==> src/rtl/wb_arbiter_2m.sv <==
// Two-master Wishbone classic arbiter with round-robin grant held for the whole CYC.
// Optional slave watchdog enabled by defining WB_ARB_TIMEOUT_EN.
module wb_arbiter_2m #(
    parameter int ADDR_W  = 32,
    parameter int DATA_W  = 32,
`ifdef WB_ARB_TIMEOUT_EN
    parameter int TIMEOUT = 255,
`endif
    parameter int SEL_W   = DATA_W / 8
) (
    input  logic              CLK_I,
    input  logic              RST_I,
    input  logic              M0_CYC_I,
    input  logic              M0_STB_I,
    input  logic              M0_WE_I,
    input  logic [ADDR_W-1:0] M0_ADR_I,
    input  logic [DATA_W-1:0] M0_DAT_I,
    input  logic [SEL_W-1:0]  M0_SEL_I,
    output logic [DATA_W-1:0] M0_DAT_O,
    output logic              M0_ACK_O,
    output logic              M0_ERR_O,
    input  logic              M1_CYC_I,
    input  logic              M1_STB_I,
    input  logic              M1_WE_I,
    input  logic [ADDR_W-1:0] M1_ADR_I,
    input  logic [DATA_W-1:0] M1_DAT_I,
    input  logic [SEL_W-1:0]  M1_SEL_I,
    output logic [DATA_W-1:0] M1_DAT_O,
    output logic              M1_ACK_O,
    output logic              M1_ERR_O,
    output logic              S_CYC_O,
    output logic              S_STB_O,
    output logic              S_WE_O,
    output logic [ADDR_W-1:0] S_ADR_O,
    output logic [DATA_W-1:0] S_DAT_O,
    output logic [SEL_W-1:0]  S_SEL_O,
    input  logic [DATA_W-1:0] S_DAT_I,
    input  logic              S_ACK_I,
    input  logic              S_ERR_I,
    output logic [1:0]        GNT_O
);

    typedef enum logic [1:0] {
        IDLE,
        OWN_M0,
        OWN_M1
    } state_e;

    state_e state_q, state_d;
    // 1'b1 means M1 held the last grant, so M0 wins the next tie
    logic   last_gnt_q, last_gnt_d;
    logic   wd_hit;

    always_ff @(posedge CLK_I) begin
        if (RST_I) begin
            state_q    <= IDLE;
            last_gnt_q <= 1'b1;
        end else begin
            state_q    <= state_d;
            last_gnt_q <= last_gnt_d;
        end
    end

    always_comb begin
        state_d    = state_q;
        last_gnt_d = last_gnt_q;
        case (state_q)
            IDLE: begin
                if (M0_CYC_I && (!M1_CYC_I || last_gnt_q)) begin
                    state_d    = OWN_M0;
                    last_gnt_d = 1'b0;
                end else if (M1_CYC_I) begin
                    state_d    = OWN_M1;
                    last_gnt_d = 1'b1;
                end
            end
            OWN_M0: if (!M0_CYC_I) state_d = IDLE;
            OWN_M1: if (!M1_CYC_I) state_d = IDLE;
            default: state_d = IDLE;
        endcase
    end

    always_comb begin
        S_CYC_O  = 1'b0;
        S_STB_O  = 1'b0;
        S_WE_O   = 1'b0;
        S_ADR_O  = '0;
        S_DAT_O  = '0;
        S_SEL_O  = '0;
        M0_ACK_O = 1'b0;
        M0_ERR_O = 1'b0;
        M1_ACK_O = 1'b0;
        M1_ERR_O = 1'b0;
        case (state_q)
            OWN_M0: begin
                S_CYC_O  = M0_CYC_I;
                S_STB_O  = M0_STB_I && !wd_hit;
                S_WE_O   = M0_WE_I;
                S_ADR_O  = M0_ADR_I;
                S_DAT_O  = M0_DAT_I;
                S_SEL_O  = M0_SEL_I;
                M0_ACK_O = S_ACK_I;
                M0_ERR_O = S_ERR_I || wd_hit;
            end
            OWN_M1: begin
                S_CYC_O  = M1_CYC_I;
                S_STB_O  = M1_STB_I && !wd_hit;
                S_WE_O   = M1_WE_I;
                S_ADR_O  = M1_ADR_I;
                S_DAT_O  = M1_DAT_I;
                S_SEL_O  = M1_SEL_I;
                M1_ACK_O = S_ACK_I;
                M1_ERR_O = S_ERR_I || wd_hit;
            end
            default: ;
        endcase
    end

    assign M0_DAT_O = S_DAT_I;
    assign M1_DAT_O = S_DAT_I;
    assign GNT_O    = {state_q == OWN_M1, state_q == OWN_M0};

`ifdef WB_ARB_TIMEOUT_EN
    logic [15:0] cnt_q, cnt_d;

    assign wd_hit = (state_q != IDLE) && (cnt_q == 16'(TIMEOUT));

    always_comb begin
        cnt_d = cnt_q;
        if (state_q == IDLE || S_ACK_I || S_ERR_I || wd_hit)
            cnt_d = '0;
        else if (S_STB_O)
            cnt_d = cnt_q + 16'd1;
    end

    always_ff @(posedge CLK_I) begin
        if (RST_I) cnt_q <= '0;
        else       cnt_q <= cnt_d;
    end
`else
    assign wd_hit = 1'b0;
`endif

endmodule

==> config.mk <==
export PLATFORM = sky130hd
export DESIGN_NAME = wb_arbiter_2m
export DESIGN_NICKNAME = d
export VERILOG_FILES = /design/src/rtl/wb_arbiter_2m.sv
export SDC_FILE = /design/constraint.sdc
export NUM_CORES = 1
export LEC_CHECK = 0
export BUFFER_PORTS_ARGS = -buffer_cell sky130_fd_sc_hd__buf_4
export CORE_AREA = 2 2 123 125
export DETAILED_ROUTE_END_ITERATION = 16
export DIE_AREA = 0 0 125 127
export PLACE_DENSITY = 0.5
export SYNTH_ARGS = -nofsm -noshare
export SYNTH_HDL_FRONTEND = slang
export SYNTH_SLANG_ARGS = --single-unit
==> constraint.sdc <==
create_clock -name CLK_I -period 2 [get_ports CLK_I]
set_clock_uncertainty 0.15 [all_clocks]
set_input_delay 0.2 -clock CLK_I [delete_from_list [all_inputs] [get_ports CLK_I]]
set_output_delay 0.2 -clock CLK_I [all_outputs]
set_load 0.005 [all_outputs]
; ---- Word-level counts from Yosys, hierarchy flattened
; Cells that the tools add are included.
[word_totals]
out_inout_bits = 141
inputBits = 178
reg_bits = 3
[classes]
muxes = 17
n_reduce_logical = 7
n_eq_ne = 5
[ops]
columns = op, n
row1 = $pmux 32 s2, 2
row2 = $mux 2, 4
row3 = $pmux 4 s2, 1
row4 = $mux 1, 6
row5 = $pmux 1 s2, 3
row6 = $pmux 2 s3, 1
row7 = $ne 2x2->1 const B, 2
row8 = $ne 3x3->1 const B, 1
row9 = $reduce_and 3->1, 1
row10 = $eq 2x1->1 const B, 1
row11 = $eq 2x2->1 const B, 1
row12 = $logic_not 2->1, 1
row13 = $reduce_and 2->1, 1
row14 = $reduce_bool 2->1, 1
row15 = $logic_and 1x1->1, 1
row16 = $logic_not 1->1, 1
row17 = $logic_or 1x1->1, 1

; ---- Logic depth before layout (Yosys ltp)
; Gate-level depths: netlist (run 1).
[depth]
depth_word = 5
depth_mapped = 7

; ---- Least setup slack after synthesis (run 1)
; No wires, ideal clock.
[synth_timing]
kind = flip-flop to output port
startpoint = register state_q[0]
endpoint = output port S_ADR_O[10]
arrival_ps = 1254
path_stages_with_launch = 8
path_slack_ps = 396
required_time_ps = 1650
n_path_buf = 3
path_cell_list = dfxtp_1 inv_1 ha_1 buf_2 buf_4 buf_6 a22oi_1 nor2b_1
[synth_between]
elab_chain_len = 2
elab_cells_between_ends = 3
cone_classes = 2 x eq/ne / 1 x mux
[synth_rtl]
columns = element, line
row1 = "start, declared", 49  ; state_e state_q, state_d;
row2 = "start signal, assigned", 59  ; state_q <= state_d;
row3 = $eq 2x2->1, -
row4 = net GNT_O[1], 40  ; output logic [1:0] GNT_O
row5 = $pmux 32 s2, 94  ; case (state_q)
row6 = "end, declared", 34  ; output logic [ADDR_W-1:0] S_ADR_O,
; The timed path passes the listed nets, and every way through them passes these cells.

; ---- Final worst setup path (run 1)
[layout_timing]
startpoint = register state_q[1]
endpoint = output port S_CYC_O
[layout_between]
elab_chain_len = 2
elab_cells_between_ends = 3
cone_classes = 2 x eq/ne / 1 x mux
[layout_rtl]
columns = element, line
row1 = $eq 2x2->1 / $eq 2x1->1 (equally long branches), 94
row2 = $pmux 1 s2 *, 94
row3 = "end, declared", 31  ; output logic S_CYC_O,
; Mark *: on every way between the ends. The rest lies on a longest branch, timed or not.

==> summary.txt, run 1 <==
Outcome
  – Status: finished clean

Clocking
  – Clock root buffer: clkbuf_16
  – Hold_buf cts: 0
  – CTS H-Tree Depth: 1
  – Clk sinks: 3
  – CTS buffer count: 3
  – CTS Buffer Depth: 2
  – Clock transition at the registers of the reported paths: 0.03 ns
  – Post-CTS Setup Bufs: 0
  – Clk_lat worst skew: 0.22 ns
  – CTS tree: yes

Logic synthesis
  – Synth Net Count: 436
  – Flop and latch count out of synthesis: 3
  – Synth cell types: 20
  – Yosys warnings: 0
  – Post-synth top flop: dfxtp_1
  – Avg Cell Area, Syn: 7.300 um2
  – Synth top area share: 28.34%
  – Synth async-reset ratio: 0%
  – Mapped Area: 1854 um2
  – Area contributors post-synth: a22oi_1, buf_4, nor2b_1
  – Synth area leader: a22oi_1
  – Mapped Cells: 254
  – Number of synthesized flops with an enable pin: 0
  – Register area share after synthesis: 3.239%
  – Leading cell types by count after synthesis: a22oi_1, nor2b_1, buf_4

Route
  – First-pass DRT Iterations: 4
  – Via density: 3.990
  – Metal2 WL: 4.148 mm
  – Metal-1 WL: 2.503 mm
  – Max Used Layer: met4
  – Routed len/inst: 13.02 um
  – Wire length on met3: 798 um
  – Final ANT Viol Nets: 0
  – Routed wire length: 7.591 mm
  – DRT iter0 DRCs: 54
  – DR vias: 2326
  – # DRC: 0

Critical path
  – Crit-path max FO: 36
  – FF-to-FF setup slack: 0.42 ns
  – Worst EP arrival: 1.57 ns
  – Worst R2R Start: state_q[1]
  – R2r worst-path depth: 6
  – Crit Path Category: reg2out
  – Startpoint types: flip-flop
  – Critical path startpoint: state_q[1]
  – Endpoint class of the critical path: primary output
  – Critical Path RT: 1.65 ns

Global routing
  – Grt ovf: 0
  – Vias in the first global route: 2404
  – Antenna violations before repair: 0
  – GRT Total Usage: 8.647%
  – First-pass GRT wire length: 11.67 mm
  – Largest net degree at the start of global routing: 39

Power and ir drop
  – Reg power frac: 5.4%
  – PwrDens: 403.4 nW/um2
  – Switch Pwr: 0.4549 mW
  – Combinational share of power: 71.0%
  – Max IR drop VDD: 210.4 uV
  – Static Leak: 1.505 nW
  – Internal power: 0.9029 mW
  – Sw Share: 33.50%
  – Clk network pwr share: 23.7%

Layout
  – Area of the multi-input gates: 1194 um2
  – Final nets: 582
  – Syn-to-layout area delta: 81.51%
  – Ratio of cells with drive above 1 in the final layout: 61.40%
  – Reg area: 61.31 um2
  – Fin util: 23.33%
  – Final instance area: 3366 um2
  – Fillers: 1617
  – Ant. Diodes: 0

Floorplanning
  – Die Y: 127 um
  – I/O pins: 319
  – Die Wd: 125 um
  – # rows: 44
  – Starting density of the core: 12.86%
  – Die Area: 15880 um2
  – Core area: 14420 um2

STA
  – Final min period: 1.923 ns
  – Final Max Slew Viols: 0
  – Relative slew slack: 81.87%
  – # setup viols final: 0
  – Least-Margin Pin Slew: 0.2720 ns
  – RSZ-0062 raised after global routing: true
  – Final hold slack: 0.06933 ns
  – Max Clk Rate: 0.5201 GHz
  – Final worst path period share: 96.13%
  – Worst setup margin: 0.07742 ns
  – Final Hold Fails: 0
  – TNS Setup: 0 ns

Place
  – Pre-CTS WS: 0.1417 ns
  – GPL Wtd Cong: 0.7441
  – Dpl cell area: 3256 um2
  – Number of port buffers: 222
  – Dpl hpwl: 6.267 mm

Min path
  – Cells on Worst Hold Path: 2
  – Worst Hold Class: in2reg
  – Worst hold start: RST_I

Flow run
  – Max cap viols: 0
==> layout by cell type (no fill, tap or decap) <==
cell and count:
nand3b_4 1, dfxtp_2 1, and2b_2 1, ha_1 1, nand2b_1 1, a21oi_1 2, nor2b_1 69, clkbuf_1 1
o32ai_2 2, dfxtp_1 2, ha_2 3, buf_4 222, nor2b_2 1, a22oi_1 70, and2_1 4, clkbuf_16 3
a211o_2 1, buf_12 6, a21boi_4 1, inv_1 4, a22oi_4 1, a311o_2 1, nor2_2 1
==> critical path, cell delays in order, from the launching register on <==
cell and delay, ns:
dfxtp_2 0.34, inv_1 0.07, ha_2 0.21, buf_12 0.17
a22oi_4 0.18, and2b_2 0.24, buf_4 0.13
==> logic make-up (layout without fill, tap and decap cells) <==
kind of cell / Yosys count / count (layout) / share of synthesized area (%)
compound gates: 78 / 78 / 33.94
simple gates: 78 / 78 / 27.19
flops: 3 / 3 / 3.239
fa+ha+maj: 4 / 4 / 2.699
buf+inv: 91 / 236 / 32.93
==> timing repair <==
action	CTS	global route
pin swaps	0	0
gates resized for setup	2	7
setup endpoints to repair	36	38
==> routing by layer <==
metal  vias to the layer above  global-route usage [%]
met5                         -                       0
met4                         0                   2.222
met3                        21                   2.513
met2                       159                   16.78
met1                      1027                   9.109
li1                       1119                       -
==> sequential cells by signal (all words and copies together) (netlist names) <==
| register | flops |
|---|---|
| last_gnt_q | 1 |
| state_q | 2 |
==> power by group through the flow <==
stage,Sequential [mW],Clock [mW],Combinational (mW)
detailed placement,0.0731,0,0.948
global route,0.0736,0.331,1.06
global placement,0.0730,0,0.923
floorplan,0.0721,0,0.573
CTS,0.0722,0.329,0.956
finish,0.0727,0.322,0.964
==> per-stage QoR <==
stage	cells	power (mW)
finish	583	1.358
global route	583	1.461
CTS	583	1.357
detailed placement	579	1.021
global placement	579	0.9963
floorplan	254	0.6448
==> final timing paths <==
kind | endpoint
worst max-delay path | S_CYC_O
worst min-delay path | last_gnt_q
worst max register to register | state_q[1]
worst min register to register | state_q[1]
==> area by class of cell <==
type | instances | area share, %
Clock buffer | 4 | 2.342
Timing Repair Buffer | 228 | 53.09
Tap cell | 184 | 6.840
Multi-Input combinational cell | 160 | 35.46
Inverter | 4 | 0.4461
Sequential cell | 3 | 1.822
Power figures use the tool's default switching activity.
==> run 2, diff against run 1 <==
==> config.mk (replaced) <==
export PLATFORM = sky130hd
export DESIGN_NAME = wb_arbiter_2m
export DESIGN_NICKNAME = d
export VERILOG_FILES = /design/src/rtl/wb_arbiter_2m.sv
export SDC_FILE = /design/constraint.sdc
export NUM_CORES = 1
export LEC_CHECK = 0
export ABC_AREA = 1
export BUFFER_PORTS_ARGS = -buffer_cell sky130_fd_sc_hd__buf_4
export CORE_AREA = 2 2 126 128
export DETAILED_ROUTE_END_ITERATION = 16
export DIE_AREA = 0 0 128 130
export PLACE_DENSITY = 0.48
export SYNTH_ARGS = -nofsm -noshare
export SYNTH_HDL_FRONTEND = slang
export SYNTH_SLANG_ARGS = --single-unit
==> run 2 against run 1 <==
Critical path depth unchanged. Maximum frequency increased by 1.9%. Via count increased by 8.7%. Sequential cell count unchanged. Sequential power increased by 2%. Worst setup slack improved by 0.036 ns. Register-to-register slack improved by 0.03 ns. Synthesized cell count increased by 34%. Combinational power decreased by 10%. Design area decreased by 3.7%. Routed wire length increased by 3.8%. Final cell count increased by 16%. Critical path type unchanged. Critical endpoint is now S_ADR_O[26]. Highest routed layer unchanged.
==> summary.txt, run 2 <==
Outcome
  – Status: finished clean

Global routing
  – Vias in the first global route: 2321 (-3.5%)
  – Largest net degree at the start of global routing: 41 (+5.1%)
  – Grt ovf: 0 (unchanged)
  – First-pass GRT wire length: 11.17 mm (-4.3%)
  – Antenna violations before repair: 0 (unchanged)
  – GRT Total Usage: 8.170% (-0.48 points)

Layout
  – Final cell count without fillers: 677 (+16%)
  – Commonest non-fill, non-tap cells in the layout: buf_4, nand2_1, a21oi_1, inv_1, buf_12
  – Syn-to-layout area delta: 84.47%
  – Area of the multi-input gates: 1033 um2 (-13%)
  – Ratio of cells with drive above 1 in the final layout: 48.66% (-13 points)
  – Biggest regs: state_q x2, last_gnt_q x1
  – Fillers: 1801 (+11%)
  – Commonest non-fill, non-tap cell in the layout: buf_4
  – Largest Register: state_q
  – Final nets: 668 (+15%)
  – Fin util: 21.01% (-2.3 points)
  – Ant. Diodes: 0 (unchanged)
  – Reg area: 60.06 um2 (-2.0%)
  – Max reg flops: 2 (unchanged)

STA
  – # setup viols final: 0 (unchanged)
  – Final Max Slew Viols: 0 (unchanged)
  – Final Hold Fails: 0 (unchanged)
  – Relative slew slack: 86.68% (+4.8 points)
  – Least-Margin Pin Slew: 0.1999 ns (-0.07212 ns)
  – Final worst path period share: 94.31% (-1.8 points)
  – TNS Setup: 0 ns (unchanged)
  – Max Clk Rate: 0.5302 GHz (+1.9%)
  – RSZ-0062 raised after global routing: false
  – Final min period: 1.886 ns (-0.03646 ns)

Power and ir drop
  – Static Leak: 1.537 nW (+2.1%)
  – Internal power: 0.7795 mW (-14%)
  – Sw Share: 38.15% (+4.6 points)
  – PwrDens: 388.9 nW/um2 (-3.6%)
  – Reg power frac: 5.9% (+0.5 points)
  – Switch Pwr: 0.4807 mW (+5.7%)
  – Combinational share of power: 68.8% (-2.2 points)
  – Clk network pwr share: 25.3% (+1.6 points)
  – Max IR drop VDD: 208.4 uV (-0.99%)
  – Overall Power: 1.260 mW (-7.2%)

Logic synthesis
  – Register area share after synthesis: 3.419% (+0.18 points)
  – Synth top area share: 32.91% (+4.6 points)
  – Synth cell types: 13 (-35%)
  – Mapped Cells: 340 (+34%)
  – Most numerous cell in the Yosys netlist: nand2_1
  – Mapped Area: 1757 um2 (-5.3%)
  – Avg Cell Area, Syn: 5.167 um2 (-29%)
  – Post-synth top flop: dfxtp_1
  – Synth Net Count: 522 (+20%)
  – Yosys warnings: 0 (unchanged)
  – Synth area leader: nand2_1
  – Synth async-reset ratio: 0% (unchanged)
  – Leading cell types by count after synthesis: nand2_1, a21oi_1, buf_4
  – Flop and latch count out of synthesis: 3 (unchanged)
  – Area contributors post-synth: nand2_1, buf_4, a21oi_1
  – Number of synthesized flops with an enable pin: 0 (unchanged)

Place
  – Placed insts: 673 (+16%)
  – Number of port buffers: 222 (unchanged)
  – GPL Wtd Cong: 0.7230 (-2.8%)
  – Dpl hpwl: 6.372 mm (+1.7%)

Critical path
  – Endpoint class of the critical path: primary output
  – Crit Path Category: reg2out
  – Worst EP arrival: 1.54 ns (-0.03 ns)
  – Startpoint types: flip-flop
  – R2r worst-path depth: 8 (+2)
  – Worst r2r dst: state_q[1]
  – Crit-path max FO: 38 (+5.6%)
  – FF-to-FF setup slack: 0.45 ns (+0.03 ns)
  – Worst R2R Start: state_q[1]
  – Critical Path RT: 1.65 ns (about the same)

Route
  – First-pass DRT Iterations: 4 (unchanged)
  – # DRC: 0 (unchanged)
  – DR vias: 2528 (+8.7%)
  – DRT iter0 DRCs: 74 (+37%)
  – Routed len/inst: 11.64 um (-11%)
  – Via density: 3.734 (-6.4%)
  – Routed wire length: 7.881 mm (+3.8%)
  – Final ANT Viol Nets: 0 (unchanged)

Min path
  – Worst Hold Class: in2reg
  – Worst hold start: RST_I
  – Cells on Worst Hold Path: 2 (unchanged)
  – WHS Endpoint: state_q[0]

Clocking
  – Post-CTS Resized: 0 (-2)
  – Hold_buf cts: 0 (unchanged)
  – Clock transition at the registers of the reported paths: 0.03 ns (about the same)
  – Post-CTS Setup Bufs: 0 (unchanged)
  – Clk sinks: 3 (unchanged)
  – CTS buffer count: 3 (unchanged)
  – Clk_lat worst skew: 0.22 ns (about the same)
  – CTS H-Tree Depth: 1 (unchanged)
  – Clock root buffer: clkbuf_16
  – CTS tree: yes
  – CTS Buffer Depth: 2 (unchanged)

Floorplanning
  – Starting density of the core: 11.39% (-1.5 points)
  – I/O pins: 319 (unchanged)
  – # rows: 46 (+4.5%)
  – Die Wd: 128 um (+2.4%)
  – Die Y: 130 um (+2.4%)
  – Die Area: 16640 um2 (+4.8%)
  – Core area: 15420 um2 (+6.9%)

Flow run
  – Max cap viols: 0 (unchanged)
run 2: cell count changes after synthesis, moves of 2 or more:
cell,previous run,this run
a21oi_1,2,73
a22oi_1,70,0
and2_1,4,0
buf_2,14,6
buf_4,65,72
buf_6,1,3
inv_1,4,9
inv_2,0,2
nand2_1,0,154
nand3_1,0,2
nor2_1,0,5
nor2b_1,70,0
o32ai_2,2,0
run 2: critical path, stage by stage, from the launching register on:
cell     delay, ns
dfxtp_1       0.36
inv_1         0.10
ha_1          0.31
inv_2         0.10
buf_12        0.20
a21oi_1       0.07
buf_4         0.14
run 2: routing by layer:
| metal | track usage [%] | wire, um | vias to the layer above |
|---|---|---|---|
| met4 | 3.943 | 306 | 0 |
| met5 | 0 | 0 | - |
| met1 | 8.914 | 2896 | 1063 |
| met3 | 2.583 | 909 | 36 |
| li1 | - | - | 1287 |
| met2 | 14.44 | 3769 | 142 |
run 2: worst max path at each step:
stage | slack, ns | start | cells after the start | to
5_1_grt | 0.01 | state_q[1] | 6 | S_ADR_O[3]
3_5_place_dp | 0.36 | state_q[0] | 6 | S_ADR_O[23]
4_1_cts | 0.10 | state_q[0] | 6 | S_ADR_O[23]
3_3_place_gp | 0.37 | state_q[0] | 6 | S_ADR_O[23]
2_1_floorplan | 0.51 | state_q[0] | 5 | S_ADR_O[0]
6_report | 0.11 | state_q[0] | 6 | S_ADR_O[26]
run 2: power groups by stage:
stage / Sequential, mW / Clock (mW) / Combinational (mW)
2_1_floorplan: 0.0731 / 0 / 0.490
3_3_place_gp: 0.0738 / 0 / 0.889
3_5_place_dp: 0.0744 / 0 / 0.880
4_1_cts: 0.0743 / 0.325 / 0.885
5_1_grt: 0.0758 / 0.329 / 0.958
6_report: 0.0743 / 0.319 / 0.867
run 2: cell type report:
class	count	share of cell area, %
clock buffers	4	2.432
inverters	11	1.274
multi-input cells	239	31.89
flip-flops and latches	3	1.853
well taps	192	7.413
repair buffers	228	55.13
run 2: cell families after synthesis:
logic type	share of synthesized area, %
AO/OA/AOI/OAI	20.80
adder cells (fa/ha/maj)	2.849
buffers and inverters	38.03
flip-flops	3.419
AND/OR/NAND/NOR	34.90
run 2: per-stage QoR:
stage,hold WS [ns],setup WS [ns],area [um2]
after CTS,0.01742,0.1012,3241
after detailed placement,0.2425,0.3616,3162
after global routing,0.02017,0.01372,3241
final,0.01846,0.1139,3241
after global placement,0.2338,0.3746,3162
after floorplan,0.1191,0.5130,1757
